**config.mk**
```make
export PLATFORM = sky130hd
export DESIGN_NAME = controller
export DESIGN_NICKNAME = d
export VERILOG_FILES = /design/src/rtl/controller.sv
export SDC_FILE = /design/constraint.sdc
export NUM_CORES = 1
export LEC_CHECK = 0
export BUFFER_PORTS_ARGS = -buffer_cell sky130_fd_sc_hd__clkbuf_2
export CAP_MARGIN = 30
export CORE_AREA = 2 2 39 41
export CTS_CLUSTER_DIAMETER = 200
export CTS_CLUSTER_SIZE = 16
export DETAILED_ROUTE_END_ITERATION = 6
export DIE_AREA = 0 0 41 43
export PLACE_DENSITY = 0.53
export SYNTH_ARGS = -nofsm -noshare
export SYNTH_HDL_FRONTEND = slang
export SYNTH_SLANG_ARGS = --single-unit
```
**constraint.sdc**
```tcl
create_clock -name clock -period 2.4 [get_ports clock]
set_input_delay 0.24 -clock clock [delete_from_list [all_inputs] [get_ports clock]]
set_output_delay 0.24 -clock clock [all_outputs]
set_load 0.05 [all_outputs]
```
**src/rtl/controller.sv**
```systemverilog
// Control unit for the single-cycle RV32I-subset CPU.
// Decodes opcode/funct3/funct7[5] and the ALU zero flag into datapath
// control signals. Everything is combinational except a sticky status flag
// that records whether an unsupported opcode was ever clocked in, for use
// by debug and trap hooks.
module controller (
  input  logic       clock,
  input  logic       reset,
  input  logic [6:0] opcode,
  input  logic [2:0] funct3,
  input  logic       funct7b5,
  input  logic       zero,
  output logic [1:0] result_select,
  output logic       mem_write,
  output logic       PC_select,
  output logic       ALU_select,
  output logic       reg_write,
  output logic       jump,
  output logic [2:0] ALU_control,
  output logic       illegal
);

  // Supported major opcodes
  typedef enum logic [6:0] {
    OP_LOAD   = 7'b0000011,
    OP_STORE  = 7'b0100011,
    OP_RTYPE  = 7'b0110011,
    OP_BRANCH = 7'b1100011,
    OP_ITYPE  = 7'b0010011,
    OP_JAL    = 7'b1101111
  } opcode_t;

  // Coarse ALU class handed from the main decoder to the ALU decoder
  typedef enum logic [1:0] {
    ALU_OP_ADD   = 2'b00,
    ALU_OP_SUB   = 2'b01,
    ALU_OP_FUNCT = 2'b10
  } alu_op_t;

  // ALU operation encodings seen by the datapath
  typedef enum logic [2:0] {
    ALU_ADD = 3'b000,
    ALU_SUB = 3'b001,
    ALU_AND = 3'b010,
    ALU_OR  = 3'b011,
    ALU_SLT = 3'b101
  } alu_ctrl_t;

  // Writeback mux sources
  localparam logic [1:0] RES_ALU = 2'b00;
  localparam logic [1:0] RES_MEM = 2'b01;
  localparam logic [1:0] RES_PC4 = 2'b10;

  logic    branch;
  logic    legal_opcode;
  alu_op_t alu_op;
  logic    is_sub;

  // Main decoder: opcode to datapath controls; unknown opcodes are inert
  always_comb begin
    reg_write     = 1'b0;
    ALU_select    = 1'b0;
    mem_write     = 1'b0;
    result_select = RES_ALU;
    branch        = 1'b0;
    alu_op        = ALU_OP_ADD;
    jump          = 1'b0;
    legal_opcode  = 1'b1;
    case (opcode)
      OP_LOAD: begin
        reg_write     = 1'b1;
        ALU_select    = 1'b1;
        result_select = RES_MEM;
      end
      OP_STORE: begin
        ALU_select = 1'b1;
        mem_write  = 1'b1;
      end
      OP_RTYPE: begin
        reg_write = 1'b1;
        alu_op    = ALU_OP_FUNCT;
      end
      OP_BRANCH: begin
        branch = 1'b1;
        alu_op = ALU_OP_SUB;
      end
      OP_ITYPE: begin
        reg_write  = 1'b1;
        ALU_select = 1'b1;
        alu_op     = ALU_OP_FUNCT;
      end
      OP_JAL: begin
        reg_write     = 1'b1;
        result_select = RES_PC4;
        jump          = 1'b1;
      end
      default: begin
        legal_opcode = 1'b0;
      end
    endcase
  end

  // Only R-type (opcode bit 5 set) may subtract; addi ignores bit 30
  assign is_sub = opcode[5] & funct7b5;

  // ALU decoder: refine the ALU class into a concrete operation
  always_comb begin
    ALU_control = ALU_ADD;
    case (alu_op)
      ALU_OP_ADD: ALU_control = ALU_ADD;
      ALU_OP_SUB: ALU_control = ALU_SUB;
      ALU_OP_FUNCT: begin
        case (funct3)
          3'b000:  ALU_control = is_sub ? ALU_SUB : ALU_ADD;
          3'b010:  ALU_control = ALU_SLT;
          3'b110:  ALU_control = ALU_OR;
          3'b111:  ALU_control = ALU_AND;
          default: ALU_control = ALU_ADD;
        endcase
      end
      default: ALU_control = ALU_ADD;
    endcase
  end

  // Taken branch or jump redirects the PC to PC+imm
  assign PC_select = (branch & zero) | jump;

  // Sticky illegal-opcode flag, cleared only by reset
  always_ff @(posedge clock or negedge reset) begin
    if (!reset) begin
      illegal <= 1'b0;
    end else if (!legal_opcode) begin
      illegal <= 1'b1;
    end
  end

endmodule

```
# Word-level counts from Yosys, hierarchy flattened
# Cells that the tools add are included.
# op_classes
n_eq_ne	11
n_mux	11
n_bitwise	3
reduce_logical	5
# ops
op	count
$eq A7 B6 Y1 const B	2
$eq A7 B7 Y1 const B	2
$pmux W3 S4	1
$pmux W2 S2	2
$eq A7 B2 Y1 const B	1
$eq A7 B5 Y1 const B	1
$mux W1	7
$eq A3 B3 Y1 const B	2
$pmux W3 S2	1
$reduce_or A6 Y1	1
$reduce_or A4 Y1	1
$eq A3 B2 Y1 const B	1
$logic_not A3 Y1	1
$reduce_or A3 Y1	1
$and A1 B1 Y1	2
$eq A2 B1 Y1 const B	1
$eq A2 B2 Y1 const B	1
$reduce_or A2 Y1	1
$or A1 B1 Y1	1
# word_totals
ff_bits	1
in_bits	14
output_inout_bits	11
elab_cells	31

# Longest topological paths before layout
# depth
depth_word	5
depth_mapped	6
depth_no_buf	6

# Least setup slack after synthesis
# OpenSTA, ideal clock, no wires.
# synth_path
path_type	in2out
startpoint	input opcode[4]
endpoint	output ALU_control[2]
t_arrival_ps	2871
required_time_ps	2160
slack_ps	-711
stages	5
path_buffers	0
path_cell_list	nand2b_4 > or3_4 > or3_1 > ha_1 > nor4_1
# synth_via
elab_chain_cells	5
word_cells_on_any_way	8
classes_between	eq/ne: 5; mux: 2; reduce/logical: 1
# synth_rtl
element	line_no	text
start, declared	9	input logic [6:0] opcode,
$eq A7 B5 Y1 or $eq A7 B6 Y1 (tied branches)	69	case (opcode)
$reduce_or A2 Y1 (no source line)	n/a	
$pmux W2 S2 *	69	
$eq A2 B2 Y1 or $eq A2 B1 Y1 (tied branches)	109	case (alu_op)
$pmux W3 S2 *	109	
end, declared	19	output logic [2:0] ALU_control,
# Every way passes the cells marked *; elsewhere a longest branch is shown, timed or not.

# Final worst setup path
# layout_path
startpoint	input opcode[4]
endpoint	output ALU_control[0]
# The elaborated chain is that of the path after synthesis.

==> metrics <==
Synth top cells by count=6 x nand2_1, 4 x nor2_1, 4 x nor3_1; Worst Path Required=around 2.2 ns; crit path capture type=output port; critical path class=primary input to output port; Rel. slew slack=between 80% and 90%; Crit Path Max Fanout=2; ys flop type=dfrtp_1; Synthesized Nets=52; Final Wtd Congestion=0.682; clk_lat worst skew=0 ns; CTS Hold Bufs=0; post-layout util=36.5%; Syn-to-layout area delta=115%; most used standard cell by instance count after synthesis=nand2_1; post-synthesis cell count=36; Critical Path AT=~2.1 ns; footprint of the multi-input gates=244 um2; Final Hold Violating Endpoints=0; Seq/Total Area, Yosys=10.6%; setup violators final=0; vias per cell=~4.3; worst hold margin=0.0152 ns; share of cells above drive strength 1=61.4%; Die H=43 um; syn_area_per_cell=6.53 um2; n_diodes=0; clk_skew=0 ns; WL/cell=9.41 um; FF+latch area=25.0 um2; die footprint=roughly 1800 um2; run status=finished clean; unique cell type count in the Yosys netlist=19; clock-pin slew on the worst setup and hold paths=0 ns; Synth top area share=between 10% and 20%; number of global-route vias before repair=299; Final Max Tran Viols=0; post-synth top area cell=dfrtp_1; I/O pins=25; worst min path class=primary input to async pin; gr ovfl total=0; Initial Util=17.0%; row count=14; RSZ-0062 raised after global routing=no; Top Registers=illegal (1); first-pass GRT wire length=1.11 mm; initial antenna violation count=0; Least-Margin Pin Slew=0.276 ns; R2R Setup Slk=1.66 ns; Leak=0.234 nW; die width=41 um; Achievable Freq=429 MHz; Max-cap violations=0; fin crit share=a little over nine tenths; PD cells=125 nW/um2; number of synthesized flops with an enable pin=0; Ys Warns=0; setup TNS=0 ns; ANT nets after route=0; GR Util All Layers=8.51%; Pre-antenna DRT Iters=2; Min Clock Period, post-route=2.33 ns; via count=373; Worst IR Drop VDD=96.2 uV; startpoint types=primary input; Fillers=163; Post-synth ARST share=100%; dpl hpwl=between 700 and 800 um; WL final=809 um; Area contributors post-synth=dfrtp_1 11%, ha_1 11%, nand2_1 9.6%; Most flops, register=illegal; Residual DRC=0; Layout Nets=88; post-synthesis register bit count=1; initial DRC count=3; Post-Synthesis Cell Area=235 um2; core area=1380 um2; max reg flops=1; IO buf count=24; largest net degree at the start of global routing=6
## timing repair
| action | in CTS | in global routing |
|---|---|---|
| buffers inserted | 0 | 0 |
| endpoints found under the setup margin | 1 | 1 |
| gates resized for setup | 3 | 1 |
## cell type report
type	count	area share, %
multi-input cells	32	48.3
well taps	16	3.96
repair buffers	34	40.6
flip-flops and latches	1	4.95
inverters	3	2.23
## critical path, stage by stage
cell      delay [ns]
clkbuf_2        0.09
nand2b_4        0.13
or3_4           0.33
or3_4           0.35
ha_4            0.25
or3b_4          0.38
o22ai_4         0.15
buf_8           0.17
## power by group
group | internal [W] | switching [W]
clock | 0 | 0
sequential | 0.0000172 | 0
combinational | 0.0000230 | 0.0000228
## worst paths after layout
check / from / to / cells after the start
worst max-delay path: opcode[4] / ALU_control[0] / 8
worst min-delay path: reset / illegal / 1
worst max register to register: illegal / illegal / 1
worst min register to register: illegal / illegal / 1
max in group asynchronous: reset / illegal / 1
min in group clock: illegal / illegal / 1
## metal layers
layer,track usage (%),vias up,share of wire (%)
met5,0,-,0
met4,0,0,0
met3,0,0,9.0
met2,15.0,20,47
met1,11.8,156,44
li1,-,197,-
## cells in the final DEF, fill, tap and decap left out, types with 2 or more instances in the layout
cell / instances
a21oi_1: 3
buf_4: 10
clkbuf_2: 23
inv_1: 3
nand2_1: 6
nor2_1: 4
nor3_1: 3
or3_4: 2
## through the flow
stage / setup slack, ns / total power (W) / instance area, um2 / instances
after CTS: 0.0420 / 0.0000635 / 504 / 86
final: 0.0695 / 0.0000630 / 505 / 86
after global placement: -0.109 / 0.0000628 / 493 / 86
after global routing: 0.0174 / 0.0000673 / 505 / 86
after detailed placement: -0.135 / 0.0000631 / 493 / 86
after floorplan: -0.102 / 0.0000339 / 278 / 36
## kinds of logic after synthesis
kind of cell	Yosys count	share of synthesized area [%]
DFF	1	10.6
buffers and inverters	3	4.79
AOI/OAI and AO/OA	7	19.7
adders and majority gates	2	10.6
and+or+nand+nor	23	54.3
Note: power is estimated with default switching activity, not from simulation.
